--- src/rtl/iir_seq_ctrl_if.sv ---
// Sequencer handshake bundle for the time-multiplexed IIR datapath.
//   din_vld   : one-cycle sample strobe
//   coe_ctrl  : requested coefficient bank
//   ovr_clr   : clears the sticky overrun flag
//   busy      : sequence in progress (MAC or WB)
//   coe_addr  : coefficient ROM address {bank, stage, tap}
//   tap_sel   : MAC operand select
//   stage_sel : stage whose delay line is read/written
//   mac_clr   : accumulator loads the product instead of adding
//   mac_en    : MAC product valid
//   st_wr     : stage result write-back strobe
//   dout_vld  : one-cycle pulse, output sample valid
//   overrun   : sticky, strobe arrived while busy
interface iir_seq_ctrl_if #(
  parameter int SW = 2,
  parameter int TW = 3,
  parameter int BW = 3
);
  logic              din_vld;
  logic [BW-1:0]     coe_ctrl;
  logic              ovr_clr;
  logic              busy;
  logic [BW+SW+TW-1:0] coe_addr;
  logic [TW-1:0]     tap_sel;
  logic [SW-1:0]     stage_sel;
  logic              mac_clr;
  logic              mac_en;
  logic              st_wr;
  logic              dout_vld;
  logic              overrun;

  modport master (
    output din_vld, coe_ctrl, ovr_clr,
    input  busy, coe_addr, tap_sel, stage_sel, mac_clr, mac_en, st_wr,
           dout_vld, overrun
  );

  modport slave (
    input  din_vld, coe_ctrl, ovr_clr,
    output busy, coe_addr, tap_sel, stage_sel, mac_clr, mac_en, st_wr,
           dout_vld, overrun
  );
endinterface

--- src/rtl/iir_seq_ctrl.sv ---
// Sequencer for a cascade of biquad stages sharing one MAC. Each accepted
// sample strobe walks every stage and tap in order, then flags the output.
// Ports: clk, rst (async, active-high), bus (iir_seq_ctrl_if.slave).
//
// state | meaning
// IDLE  | waiting for a sample strobe
// MAC   | one product per cycle for the current stage/tap
// WB    | write the stage result back to its delay line
// DONE  | output sample valid; may restart on a coincident strobe
module iir_seq_ctrl #(
  parameter int STAGES = 3,
  parameter int TAPS   = 5,
  parameter int BANKS  = 6,
  parameter int SW     = 2,
  parameter int TW     = 3,
  parameter int BW     = 3
) (
  input logic          clk,
  input logic          rst,
  iir_seq_ctrl_if.slave bus
);

  localparam logic [1:0] S_IDLE = 2'd0;
  localparam logic [1:0] S_MAC  = 2'd1;
  localparam logic [1:0] S_WB   = 2'd2;
  localparam logic [1:0] S_DONE = 2'd3;

  localparam logic [TW-1:0] TAP_LAST   = TW'(TAPS - 1);
  localparam logic [SW-1:0] STAGE_LAST = SW'(STAGES - 1);
  localparam logic [BW:0]   BANKS_L    = (BW+1)'(BANKS);

  logic [1:0]    state_q, state_d;
  logic [SW-1:0] stage_q, stage_d;
  logic [TW-1:0] tap_q, tap_d;
  logic [BW-1:0] bank_q, bank_d;
  logic          overrun_q, overrun_d;

  logic busy_w;
  logic start_w;
  logic ovr_evt_w;

  assign busy_w    = (state_q == S_MAC) || (state_q == S_WB);
  // DONE accepts a strobe exactly like IDLE; only MAC/WB count as busy.
  assign start_w   = bus.din_vld && ((state_q == S_IDLE) || (state_q == S_DONE));
  assign ovr_evt_w = bus.din_vld && busy_w;

  always_comb begin
    state_d   = state_q;
    stage_d   = stage_q;
    tap_d     = tap_q;
    bank_d    = bank_q;
    overrun_d = overrun_q;

    case (state_q)
      S_MAC: begin
        if (tap_q == TAP_LAST) begin
          state_d = S_WB;
          tap_d   = '0;
        end else begin
          tap_d = tap_q + 1'b1;
        end
      end
      S_WB: begin
        if (stage_q == STAGE_LAST) begin
          state_d = S_DONE;
          stage_d = '0;
        end else begin
          state_d = S_MAC;
          stage_d = stage_q + 1'b1;
          tap_d   = '0;
        end
      end
      S_DONE:  state_d = S_IDLE;
      default: state_d = S_IDLE;
    endcase

    if (start_w) begin
      state_d = S_MAC;
      stage_d = '0;
      tap_d   = '0;
      // Reserved bank codes fall back to bank 0.
      bank_d  = ({1'b0, bus.coe_ctrl} < BANKS_L) ? bus.coe_ctrl : '0;
    end

    // Set wins over clear.
    if (ovr_evt_w)        overrun_d = 1'b1;
    else if (bus.ovr_clr) overrun_d = 1'b0;
  end

  always_ff @(posedge clk or posedge rst) begin
    if (rst) begin
      state_q   <= S_IDLE;
      stage_q   <= '0;
      tap_q     <= '0;
      bank_q    <= '0;
      overrun_q <= 1'b0;
    end else begin
      state_q   <= state_d;
      stage_q   <= stage_d;
      tap_q     <= tap_d;
      bank_q    <= bank_d;
      overrun_q <= overrun_d;
    end
  end

  // Outputs decode registered state only; address/selects are zero outside
  // the states that use them so the ROM and MAC see a quiet bus when idle.
  always_comb begin
    bus.busy      = busy_w;
    bus.coe_addr  = '0;
    bus.tap_sel   = '0;
    bus.stage_sel = '0;
    bus.mac_clr   = 1'b0;
    bus.mac_en    = 1'b0;
    bus.st_wr     = 1'b0;
    bus.dout_vld  = (state_q == S_DONE);
    bus.overrun   = overrun_q;
    if (state_q == S_MAC) begin
      bus.coe_addr  = {bank_q, stage_q, tap_q};
      bus.tap_sel   = tap_q;
      bus.stage_sel = stage_q;
      bus.mac_clr   = (tap_q == '0);
      bus.mac_en    = 1'b1;
    end
    if (state_q == S_WB) begin
      bus.stage_sel = stage_q;
      bus.st_wr     = 1'b1;
    end
  end

endmodule

--- src/flat_wrapper.sv ---
// flat-port wrapper written by rule: the top's interface ports become plain ports
module iir_seq_ctrl_flat 
#(
  parameter int STAGES = 3,
  parameter int TAPS   = 5,
  parameter int BANKS  = 6,
  parameter int SW     = 2,
  parameter int TW     = 3,
  parameter int BW     = 3
)
  (clk, rst, bus_din_vld, bus_coe_ctrl, bus_ovr_clr, bus_busy, bus_coe_addr, bus_tap_sel, bus_stage_sel, bus_mac_clr, bus_mac_en, bus_st_wr, bus_dout_vld, bus_overrun);
  iir_seq_ctrl_if #(.SW(SW), .TW(TW), .BW(BW)) bus_i ();
  input logic clk;
  input logic rst;
  input wire logic [$bits(bus_i.din_vld)-1:0] bus_din_vld;
  input wire logic [$bits(bus_i.coe_ctrl)-1:0] bus_coe_ctrl;
  input wire logic [$bits(bus_i.ovr_clr)-1:0] bus_ovr_clr;
  output wire logic [$bits(bus_i.busy)-1:0] bus_busy;
  output wire logic [$bits(bus_i.coe_addr)-1:0] bus_coe_addr;
  output wire logic [$bits(bus_i.tap_sel)-1:0] bus_tap_sel;
  output wire logic [$bits(bus_i.stage_sel)-1:0] bus_stage_sel;
  output wire logic [$bits(bus_i.mac_clr)-1:0] bus_mac_clr;
  output wire logic [$bits(bus_i.mac_en)-1:0] bus_mac_en;
  output wire logic [$bits(bus_i.st_wr)-1:0] bus_st_wr;
  output wire logic [$bits(bus_i.dout_vld)-1:0] bus_dout_vld;
  output wire logic [$bits(bus_i.overrun)-1:0] bus_overrun;
  assign bus_i.din_vld = bus_din_vld;
  assign bus_i.coe_ctrl = bus_coe_ctrl;
  assign bus_i.ovr_clr = bus_ovr_clr;
  assign bus_busy = bus_i.busy;
  assign bus_coe_addr = bus_i.coe_addr;
  assign bus_tap_sel = bus_i.tap_sel;
  assign bus_stage_sel = bus_i.stage_sel;
  assign bus_mac_clr = bus_i.mac_clr;
  assign bus_mac_en = bus_i.mac_en;
  assign bus_st_wr = bus_i.st_wr;
  assign bus_dout_vld = bus_i.dout_vld;
  assign bus_overrun = bus_i.overrun;
  iir_seq_ctrl #(.STAGES(STAGES), .TAPS(TAPS), .BANKS(BANKS), .SW(SW), .TW(TW), .BW(BW)) u_core (.clk(clk), .rst(rst), .bus(bus_i));
endmodule
--- config.mk ---
export PLATFORM = sky130hd
export DESIGN_NAME = iir_seq_ctrl_flat
export DESIGN_NICKNAME = d
export VERILOG_FILES = /design/src/rtl/iir_seq_ctrl_if.sv /design/src/rtl/iir_seq_ctrl.sv /design/src/flat_wrapper.sv
export SDC_FILE = /design/constraint.sdc
export NUM_CORES = 1
export LEC_CHECK = 0
export CAP_MARGIN = 20
export CORE_ASPECT_RATIO = 1.2
export CORE_MARGIN = 1.5
export CORE_UTILIZATION = 40
export CTS_BUF_LIST = sky130_fd_sc_hd__clkbuf_16
export CTS_CLUSTER_SIZE = 20
export DETAILED_ROUTE_END_ITERATION = 6
export GPL_ROUTABILITY_DRIVEN = 0
export PLACE_DENSITY = 0.8
export SLEW_MARGIN = 15
export SYNTH_ARGS = -nofsm -noshare
export SYNTH_HDL_FRONTEND = slang
export SYNTH_SLANG_ARGS = --single-unit
--- constraint.sdc ---
create_clock -name clk -period 2.86 [get_ports clk]
set_input_delay 0.572 -clock clk [delete_from_list [all_inputs] [get_ports clk]]
set_output_delay 0.572 -clock clk [all_outputs]
set_load 0.02 [all_outputs]
==> run metrics <==
post-cts resize count 0; crit path kind reg -> out; Core Rows 16; Num CTS Buffers 3; DR WL met3 67 µm; Max Cap Viol 0; leakage 0.4588 nW; Post-synth EDFFs 0; Tot Pwr 1.054 mW; routed len/inst 11.83 µm; area of placed instances 925.9 µm²; Final Util 61.20%; Reg2Reg Depth 5; register bit count reported by yosys 11; CP cell instances inv_1 -> ha_1 -> and2_1 -> clkdlybuf4s50_1; RSZ-0062 raised after global routing false; crit path DAT 1920 ps; reg2reg end u_core.tap_q[1]; largest net degree at the start of global routing 16; DRC 0; Final Max Slew Viols 0; Worst Skew 2.054 ps; most frequent cell after synthesis dfrtp_1; Skew-Pair Late Insertion Delay 230 ps; Hold Path Origin u_core.bank_q[2]; Mapped Nets 87; fin nets 111; # H-tree levels 1; hold_buf cts 0; leading register cell type out of synthesis dfrtp_1; Fmax achieved 0.4009 GHz; TritonCTS clock tree done; CTS Sinks 11; setup violators final 0; 1st-iter DRT viols 7; Hold Crit Depth 2; Avg Inst Size Synth 9.309 µm²; Layout area overhead 43.91%; Worst R2R Setup Slack 1330 ps; critical path's largest stage delay 610 ps; die area 0.002006 mm²; TritonRoute pass-1 iters 2; P per Cell Area 1049 mW/mm²; layout cells sized above 1 6.122%; CP max stage cell clkdlybuf4s50_1; status completed; minimum clock period 2494 ps; M1 wire length 536 µm; initial core utilization 42.53%; Buffers & Inverters on Critical Path 2; Commonest cells post-synth dfrtp_1 (11), and2_1 (9), inv_1 (8); vias in the first global route 553; CP required 2290 ps; Reg2Reg Launch Point u_core.state_q[0]; Top Ports 26; Worst-path clk slew 40 ps; Tot GR Track Use 16.32%; synth top area cells dfrtp_1 (39%), ha_1 (9.0%), and2_1 (8.1%), buf_4 (4.3%), inv_1 (4.3%); Seq/Total Area, Yosys 39.43%; total gr overflow 0; Synth Instances 75; number of diodes 0; Met2 Routed Length 755 µm; Crit. End Element output pin; die width 41.14 µm; Netlist cell types 27; Final TNS setup 0 ps; Tightest Hold Check Type reg -> reg; post-route ant nets 0; Synthesis Warnings 0; Root Driver clkbuf_16; Levels on crit path 4; Final period util 87.21%; Largest delay share family, worst path buffers and inverters; first-pass GRT wire length 2290 µm; core area 0.001642 mm²; Max VDD drop 0.0004484 V; top cell type's share of synthesized area 39.43%; Worst Max-Slew Pin Slew 416.2 ps; crit path max fanout 15; Die Ht 48.77 µm; vias 600; Port Buffer Count 25; WHS Endpoint u_core.bank_q[2]; ys async rst share 100.0%; max_slew headroom 72.22%; clock buffer depth 2; Worst setup SP type register; fin area 0.001005 mm²; DR top layer met4; Mapped Area 698.2 µm²; leading area contributor after synthesis dfrtp_1; DRT Wirelength 1372 µm; final hold violations 0; initial antenna violation count 0; Post-CTS Setup Bufs 0; vias per inst 5.172
-- where the power goes --
group	switching, mW	internal, mW	total [mW]	leakage, nW
clock network	0.0628	0.183	0.246	0.0423
registers	0.0487	0.216	0.265	0.144
logic	0.289	0.254	0.543	0.273
total	0.401	0.653	1.05	0.459
-- layer usage --
metal | vias to the layer above | track usage, %
met4 | 0 | 6.452
li1 | 297 | -
met2 | 17 | 26.30
met5 | - | 0
met1 | 284 | 18.75
met3 | 2 | 5.505
-- logic make-up after synthesis --
logic type | Yosys count | synth area share (%)
buffers and inverters | 15 | 11.29
flip-flops | 11 | 39.43
AND/OR/NAND/NOR | 24 | 19.89
AO/OA/AOI/OAI | 20 | 20.43
adder cells (fa/ha/maj) | 5 | 8.961
-- per-stage QoR --
step | std cells | worst slack (ps) | hold WS [ps]
CTS | 116 | 349.9 | 471.1
floorplan | 75 | 809.6 | 424.4
finish | 116 | 365.8 | 464.8
global route | 116 | 220.6 | 496.0
detailed placement | 112 | 593.0 | 462.1
global placement | 112 | 696.5 | 458.2
-- cell type report --
| cell class | instances | area [µm²] |
|---|---|---|
| Sequential cell | 11 | 275.3 |
| Fill cell | 137 | 636.9 |
| Clock buffer | 3 | 75.07 |
| Multi-Input combinational cell | 49 | 344.1 |
| Clock inverter | 1 | 3.754 |
| Inverter | 9 | 33.78 |
| Tap cell | 18 | 22.52 |
| Timing Repair Buffer | 25 | 250.2 |
-- tightest hold or removal path, stage by stage (launching register included) --
cell	delay (ps)
dfrtp_1	320
nand2_1	50
o21ai_0	60
-- sequential cells by signal, summed over array words and instances, names as in the netlist --
signal,flops
u_core.tap_q,3
u_core.state_q,2
u_core.bus.overrun,1
u_core.bank_q,3
u_core.stage_q,2
-- cell usage in the layout (no fill, tap or decap), drive strengths merged, types with 2 or more instances in the layout --
| cell type | synthesis | final |
|---|---|---|
| clkdlybuf4s50 | 0 | 25 |
| dfrtp | 11 | 11 |
| inv | 9 | 10 |
| and2 | 9 | 9 |
| nand2 | 7 | 7 |
| o21ai | 6 | 6 |
| ha | 5 | 5 |
| a21oi | 4 | 4 |
| o21a | 3 | 3 |
| clkbuf | 1 | 3 |
| nand2b | 2 | 2 |
-- how the worst max path moves through the flow --
stage	startpoint	to	slack (ps)
floorplan	u_core.state_q[1]	bus_tap_sel[1]	810
global route	u_core.state_q[1]	bus_coe_addr[1]	220
CTS	u_core.state_q[1]	bus_tap_sel[0]	350
finish	u_core.state_q[1]	bus_tap_sel[0]	370
global placement	u_core.state_q[1]	bus_tap_sel[1]	700
detailed placement	u_core.state_q[1]	bus_tap_sel[0]	590
Note: power is estimated with default switching activity, not from simulation.
